--- src/rtl/uart_pkg.sv ---
// Shared UART definitions: FSM state encoding, parity-type constants and
// a counter-width helper used by the transmit and receive paths.
package uart_pkg;

  typedef enum logic [2:0] {
    IDLE   = 3'd0,
    START  = 3'd1,
    DATA   = 3'd2,
    PARITY = 3'd3,
    STOP   = 3'd4
  } uart_state_e;

  localparam logic PAR_EVEN = 1'b0;
  localparam logic PAR_ODD  = 1'b1;

  // Width of a counter indexing n items; never narrower than one bit.
  function automatic int unsigned cnt_width(input int unsigned n);
    return (n > 1) ? $clog2(n) : 1;
  endfunction

endpackage

--- src/rtl/tx_baud_counter.sv ---
// Bit-period timing for the UART transmitter: an edge counter that wraps
// every prescale cycles, a bit_done strobe on its last cycle, and a
// data-bit counter that sits at zero outside the data phase.
module tx_baud_counter
  import uart_pkg::*;
#(
  parameter  int unsigned DATA_WIDTH = 8,
  localparam int unsigned BW         = cnt_width(DATA_WIDTH)
) (
  input  logic          clk,
  input  logic          rst,
  input  logic          run,
  input  logic          in_data,
  input  logic [4:0]    prescale,
  output logic          bit_done,
  output logic [BW-1:0] bit_cnt
);

  logic [4:0] edge_cnt;

  // prescale is never zero here; the transmitter maps 0 to 1 when latching
  assign bit_done = run && (edge_cnt == (prescale - 5'd1));

  // Cycle count within the current bit period
  always_ff @(posedge clk) begin
    if (rst || !run) begin
      edge_cnt <= '0;
    end else if (bit_done) begin
      edge_cnt <= '0;
    end else begin
      edge_cnt <= edge_cnt + 5'd1;
    end
  end

  // Data bits already sent; held at zero so it is clear on entering DATA
  always_ff @(posedge clk) begin
    if (rst || !in_data) begin
      bit_cnt <= '0;
    end else if (bit_done) begin
      bit_cnt <= bit_cnt + 1'b1;
    end
  end

endmodule

--- src/rtl/uart_tx.sv ---
// UART transmitter: latches a request, then serializes start bit, data
// bits LSB first, optional parity bit and stop bit on a registered line.
module uart_tx
  import uart_pkg::*;
#(
  parameter int unsigned DATA_WIDTH = 8
) (
  input  logic                  CLK,
  input  logic                  RST,
  input  logic [4:0]            PRESCALE,
  input  logic                  PAR_EN,
  input  logic                  PAR_TYP,
  input  logic [DATA_WIDTH-1:0] P_DATA,
  input  logic                  DATA_VALID,
  output logic                  TX_OUT,
  output logic                  BUSY
);

  localparam int unsigned BW = cnt_width(DATA_WIDTH);

  uart_state_e           state;
  logic [DATA_WIDTH-1:0] shift_reg;
  logic [DATA_WIDTH-1:0] shift_next;
  logic                  par_bit;
  logic                  par_en_q;
  logic [4:0]            prescale_q;
  logic                  tx_out;
  logic                  busy;
  logic                  bit_done;
  logic [BW-1:0]         bit_cnt;
  logic                  last_data_bit;

  assign TX_OUT        = tx_out;
  assign BUSY          = busy;
  assign shift_next    = shift_reg >> 1;
  assign last_data_bit = (bit_cnt == BW'(DATA_WIDTH - 1));

  tx_baud_counter #(
    .DATA_WIDTH (DATA_WIDTH)
  ) u_baud (
    .clk      (CLK),
    .rst      (RST),
    .run      (state != IDLE),
    .in_data  (state == DATA),
    .prescale (prescale_q),
    .bit_done (bit_done),
    .bit_cnt  (bit_cnt)
  );

  // Frame sequencing, serializer and registered line/busy outputs
  always_ff @(posedge CLK) begin
    if (RST) begin
      state      <= IDLE;
      tx_out     <= 1'b1;
      busy       <= 1'b0;
      shift_reg  <= '0;
      par_bit    <= 1'b0;
      par_en_q   <= 1'b0;
      prescale_q <= 5'd1;
    end else begin
      case (state)
        IDLE: begin
          tx_out <= 1'b1;
          busy   <= 1'b0;
          if (DATA_VALID) begin
            state      <= START;
            tx_out     <= 1'b0;
            busy       <= 1'b1;
            shift_reg  <= P_DATA;
            par_en_q   <= PAR_EN;
            par_bit    <= (PAR_TYP == PAR_ODD) ? ~(^P_DATA) : ^P_DATA;
            prescale_q <= (PRESCALE == 5'd0) ? 5'd1 : PRESCALE;
          end
        end
        START: begin
          if (bit_done) begin
            state  <= DATA;
            tx_out <= shift_reg[0];
          end
        end
        DATA: begin
          if (bit_done) begin
            if (last_data_bit) begin
              if (par_en_q) begin
                state  <= PARITY;
                tx_out <= par_bit;
              end else begin
                state  <= STOP;
                tx_out <= 1'b1;
              end
            end else begin
              shift_reg <= shift_next;
              tx_out    <= shift_next[0];
            end
          end
        end
        PARITY: begin
          if (bit_done) begin
            state  <= STOP;
            tx_out <= 1'b1;
          end
        end
        STOP: begin
          if (bit_done) begin
            state  <= IDLE;
            tx_out <= 1'b1;
            busy   <= 1'b0;
          end
        end
        default: begin
          state  <= IDLE;
          tx_out <= 1'b1;
          busy   <= 1'b0;
        end
      endcase
    end
  end

endmodule
--- config.mk ---
export PLATFORM = sky130hd
export DESIGN_NAME = uart_tx
export DESIGN_NICKNAME = d
export VERILOG_FILES = /design/src/rtl/uart_pkg.sv /design/src/rtl/tx_baud_counter.sv /design/src/rtl/uart_tx.sv
export SDC_FILE = /design/constraint.sdc
export NUM_CORES = 1
export LEC_CHECK = 0
export ABC_AREA = 1
export BUFFER_PORTS_ARGS = -buffer_cell sky130_fd_sc_hd__clkbuf_2
export CORE_ASPECT_RATIO = 1.75
export CORE_UTILIZATION = 35
export DETAILED_ROUTE_END_ITERATION = 10
export PLACE_DENSITY = 0.58
export SLEW_MARGIN = 20
export SYNTH_ARGS = -nofsm -noshare
export SYNTH_HDL_FRONTEND = slang
export SYNTH_SLANG_ARGS = --single-unit
--- constraint.sdc ---
create_clock -name CLK -period 1.4 [get_ports CLK]
set_input_delay 0.21 -clock CLK [delete_from_list [all_inputs] [get_ports CLK]]
set_output_delay 0.21 -clock CLK [all_outputs]
set_load 0.02 [all_outputs]
# ---- Word level (Yosys, flattened, before mapping)
# Index checks and enable logic that the tools add are counted.
dict set report word_totals {
  ff_bits 28
  input_bits 18
  out_inout_bits 2
  wordCells 70
}
dict set report op_classes {
  n_addsub 3
  n_eq_ne 14
  n_mux 24
  n_bitwise 2
  reduce_logical 18
}
# operator n
set ops {}
lappend ops {{$mux W8} 3}
lappend ops {{$mux W3} 7}
lappend ops {{$pmux W8 S2} 1}
lappend ops {{$pmux W3 S5} 1}
lappend ops {{$ne A2 B2 Y1 const B} 7}
lappend ops {{$mux W1} 9}
lappend ops {{$reduce_xor A8 Y1} 1}
lappend ops {{$eq A3 B2 Y1 const B} 2}
lappend ops {{$eq A3 B3 Y1 const B} 2}
lappend ops {{$reduce_and A6 Y1} 1}
lappend ops {{$add A5 B1 Y5 const B} 1}
lappend ops {{$eq A5 B5 Y1} 1}
lappend ops {{$logic_not A5 Y1} 1}
lappend ops {{$mux W5} 1}
lappend ops {{$sub A5 B1 Y5 const B} 1}
lappend ops {{$pmux W1 S4} 1}
lappend ops {{$reduce_and A2 Y1} 2}
lappend ops {{$reduce_and A4 Y1} 1}
lappend ops {{$reduce_or A2 Y1} 2}
lappend ops {{$add A3 B1 Y3 const B} 1}
lappend ops {{$eq A3 B1 Y1 const B} 1}
lappend ops {{$logic_not A3 Y1} 1}
lappend ops {{$pmux W1 S3} 1}
lappend ops {{$reduce_and A3 Y1} 1}
lappend ops {{other kinds (8)} 11}

# ---- Logic depth before layout (Yosys ltp)
dict set report depth {
  depth_word 5
  mapped_depth 13
  depth_no_buf 13
}

# ---- Hierarchy
# Synthesis repeated with hierarchy kept, for this count alone.
dict set report unflattened {
  cells_unflattened 269
  area_unflattened_um2 1656.6
}
# mod n_inst cells_per_inst area_each_um2 seq_area_each_um2
set by_module_without_submodules {}
lappend by_module_without_submodules {uart_tx 1 186 1132.3 400.4}
lappend by_module_without_submodules {tx_baud_counter 1 83 524.3 160.2}

# ---- Worst setup path after synthesis
# Ideal clock, no wire load.
dict set report synth_timing {
  kind {register to register}
  from {register prescale_q[0]}
  to {register shift_reg[1]}
  setup_time_ns 0.132
  arrival_ns 1.411
  required_ns 1.268
  setup_slack_ns -0.143
  stages_incl_launch_ff 14
  n_path_buf 0
  period_less_slack_ns 1.543
  cell_sequence {dfxtp_1 -> inv_1 -> ha_1 -> inv_1 -> nand2_1 -> nand2_1 -> nor2_1 -> nand2_1 -> nor2_4 -> nand2_2 -> nand2_4 -> nand2_4 -> nand2_1 -> a21oi_1}
}
dict set report synth_via {
  elab_chain_len 5
}
# element line
set synth_lines {}
lappend synth_lines {{start, declared} uart_tx.sv:26} ;# logic [4:0] prescale_q;
lappend synth_lines {{start signal, assigned} uart_tx.sv:72} ;# prescale_q <= (PRESCALE == 5'd0) ? 5'd1 : PRESCALE;
lappend synth_lines {{$sub A5 B1 Y5} tx_baud_counter.sv:22} ;# assign bit_done = run && (edge_cnt == (prescale - 5'd1));
lappend synth_lines {{$eq A5 B5 Y1} tx_baud_counter.sv:22}
lappend synth_lines {{$logic_and A1 B1 Y1} tx_baud_counter.sv:22}
lappend synth_lines {{$ne A2 B2 Y1 (no line)} n/a}
lappend synth_lines {{$reduce_and A4 Y1 (no line)} n/a}
lappend synth_lines {{end signal, assigned} uart_tx.sv:92} ;# shift_reg <= shift_next;
lappend synth_lines {{end, declared} uart_tx.sv:22} ;# logic [DATA_WIDTH-1:0] shift_reg;
# Every way passes these cells.
# A chain may end at the register's enable or synchronous reset.

# ---- Final worst setup path
dict set report layout_timing {
  from {register prescale_q[0]}
  to {register shift_reg[6]}
}
# Same word-level chain as after synthesis.

==> qor.yml <==
outcome:
  violations: "design-rule violations, negative setup slack"
  status: "finished with violations"
setup_path:
  r2r_end: "shift_reg[6]$_SDFFE_PP0P_"
  ff2ff_path_depth: 13
  critPathMaxStageDelay_ns: 0.34
  crit_path_end_kind: "flip-flop"
  path_max_fanout: 8
  cp_cell_sequence: "inv_2 > ha_4 > inv_2 > nand2_1 > nand2_1 > nor2_1 > nand2_1 > nor2_4 > nand2_4 > nand2_8 > nand2_8 > nand2_2 > a21oi_2"
  cp_num_buf_inv: 2
  critPathSlowestCell: "dfxtp_2"
  required_ns: 1.58
  crit_family: "simple AND/OR/NAND/NOR gates"
  crit_top_cell: "nand2_1"
  timing.rr.start: "prescale_q[0]$_SDFFE_PP1P_"
  critPathLaunchType: "flip-flop"
  critPathKind: "reg -> reg"
  ff2ff_setup_slack_ns: -0.25
  critical_path_arrival_ns: 1.83
global_routing:
  grtUsageMet1: 0.184
  grt.met2_usage: 0.322
  top_usage_layer: "met2"
  grt_pass1_vias: 1514
  grt_usage: 0.175
  antenna_found_initial: 0
  grt_overflow: 0
  grt_use_met3: 0.0219
  grt_max_degree: 15
  grt_pass1_wl_um: 6340
power:
  power.internal_mw: 2.09
  p_sw_mw: 1.69
  power_density_nw_per_um2: 1830
  ir_drop_mv: 0.955
  clkPwrFrac: 0.119
  p_leak_nw: 0.952
  total_power_mw: 3.78
  comb_power_share: 0.577
  seqPwrFrac: 0.305
  switching_share: 0.447
clock_network:
  clockBufferDepth: 2
  cts_buffers: 3
  clock-sinks: 28
  h-tree-depth: 1
  cts.clk_slew.worst_paths_ns: 0.09
  insertion_delay_ns: 0.28
  ctsRootBufferMaster: "clkbuf_8"
  tritoncts: "yes"
floorplanning:
  dieArea_um2: 4790
  die_w_um: 52.7
  rows: 32
  core_um2: 4360
  die_y_um: 90.8
  initial_core_util: 0.361
  ioPinCount: 20
finish:
  drive_above_1_share: 0.321
  final_cell_mix: "64 x nand2_1, 27 x dfxtp_1, 25 x buf_4"
  largest_reg_flops: 8
  final_cells: 328
  synthToLayoutAreaGrowth_pct: 30.9
  regArea_um2: 562
  nNetsFinal: 301
  diodes: 0
  layout_commonest_cell: "nand2_1"
  fill_cells: 481
  multi_input_comb_area_um2: 1010
min_path:
  min_delay_path_depth: 3
  hp-start: "P_DATA[7]"
  holdPathEnd: "shift_reg[7]$_SDFFE_PP0P_"
  min_path_type: "in -> reg"
place:
  routabilityCongestion: 0.819
  portBuffers: 19
  dp_cells: 323
  dp_hpwl_um: 2950
detailed_routing:
  wl_um: 3740
  antenna_left: 0
  drt-initial-drc-count: 25
  wl_per_cell_um: 11.4
  drc: 1
  vias_per_cell: 4.80
  num_vias: 1573
  drtPass1Iterations: 7
synth:
  ys_types: 27
  synth-edff-count: 0
  synth-seq-cells: 28
  synthFlopType: "dfxtp_1"
  yosysWarnings: 0
  synthArstFlopShare: 0
  syn_area_per_cell_um2: 6.77
  syn_nets: 255
  postSynthCellCount: 233
  ys_seq_area_frac: 0.356
  syn-cell-area_um2: 1580
sta:
  fin_setup_tns_ns: -4.17
  setup_ws_ns: -0.251
  relSlewSlack: 0.776
  setup_viol: 21
  tightest_slew_ns: 0.336
  max_freq_mhz: 606
  min_period_ns: 1.65
  rsz0062_at_grt: "yes"
  finalMaxSlewViolations: 0
  hold_viol_final: 0
  timing.hold.ws_ns: 0.187
  finClkSkew_ns: 0.00296
  timing.final.crit_share: 1.18
flow_run:
  maxCapViolations: 0
==> synth_stat cells (2+ instances only) <==
| cell | count | area, um2 |
|---|---|---|
| nand3b_1 | 2 | 15.0 |
| a21oi_1 | 23 | 115 |
| nor2_2 | 2 | 12.5 |
| nand2_1 | 73 | 274 |
| nor2_1 | 14 | 52.6 |
| o21ai_0 | 10 | 50.1 |
| nand2_4 | 2 | 22.5 |
| inv_1 | 20 | 75.1 |
| nand2_2 | 4 | 25.0 |
| xor2_1 | 5 | 43.8 |
| ha_1 | 4 | 50.1 |
| inv_2 | 7 | 26.3 |
| xnor2_1 | 5 | 43.8 |
| dfxtp_1 | 28 | 561 |
| o211ai_1 | 2 | 15.0 |
| nand3_1 | 21 | 105 |
==> cell type report <==
type | instances | area share
multi-input cells | 175 | 0.491
inverters | 27 | 0.0491
clock buffers | 3 | 0.0200
well taps | 51 | 0.0309
repair buffers | 44 | 0.137
flip-flops and latches | 28 | 0.272
==> power by group through the flow <==
stage	clock [mW]	sequential, mW	combinational, mW
floorplan	0	1.14	1.29
detailed placement	0	1.16	1.85
global route	0.498	1.17	2.44
global placement	0	1.16	1.84
CTS	0.463	1.14	1.89
finish	0.448	1.15	2.18
==> metrics by stage <==
stage               utilization  cell area, um2  setup slack, ns
global route              0.473            2060           -0.377
detailed placement        0.437            1910           -0.223
floorplan                     -            1600           -0.132
CTS                       0.448            1960           -0.216
global placement          0.437            1910           -0.198
finish                    0.473            2060           -0.251
==> worst register-to-register path: stages (launching register included) <==
cell and delay (ns):
dfxtp_2 0.34, inv_2 0.05, ha_4 0.26, inv_2 0.02, nand2_1 0.05, nand2_1 0.04, nor2_1 0.07, nand2_1 0.09
nor2_4 0.18, nand2_4 0.11, nand2_8 0.13, nand2_8 0.09, nand2_2 0.08, a21oi_2 0.05
==> metal layers <==
layer | vias to the layer above | part of all wire
met2 | 25 | 0.55
met1 | 703 | 0.40
met4 | 0 | 0.033
met3 | 10 | 0.024
li1 | 835 | -
met5 | - | 0
==> how the worst max path moves through the flow <==
stage / startpoint / cells past startpoint / endpoint
floorplan: prescale_q[0]$_SDFFE_PP1P_ / 13 / shift_reg[1]$_SDFFE_PP0P_
global placement: prescale_q[0]$_SDFFE_PP1P_ / 11 / u_baud.bit_cnt[0]$_SDFFE_PP0P_
detailed placement: prescale_q[0]$_SDFFE_PP1P_ / 13 / shift_reg[5]$_SDFFE_PP0P_
CTS: prescale_q[0]$_SDFFE_PP1P_ / 13 / shift_reg[1]$_SDFFE_PP0P_
global route: prescale_q[0]$_SDFFE_PP1P_ / 13 / shift_reg[7]$_SDFFE_PP0P_
finish: prescale_q[0]$_SDFFE_PP1P_ / 13 / shift_reg[6]$_SDFFE_PP0P_
==> repair_timing <==
action	CTS	global route
pin swaps	4	7
gates cloned	0	0
resized for setup	1	23
hold buffers	0	0
setup buffers	0	2
endpoints found under the setup margin	21	27
==> kinds of logic (layout without fill, tap and decap cells) <==
| logic type | count (synthesis) | count (layout) | synth area share |
|---|---|---|---|
| flops | 28 | 28 | 0.356 |
| compound gates | 35 | 35 | 0.114 |
| xor+xnor | 10 | 10 | 0.0556 |
| simple gates | 126 | 126 | 0.366 |
| fa+ha+maj | 4 | 4 | 0.0317 |
| buf+inv | 30 | 74 | 0.0770 |
Power figures use the tool's default switching activity.
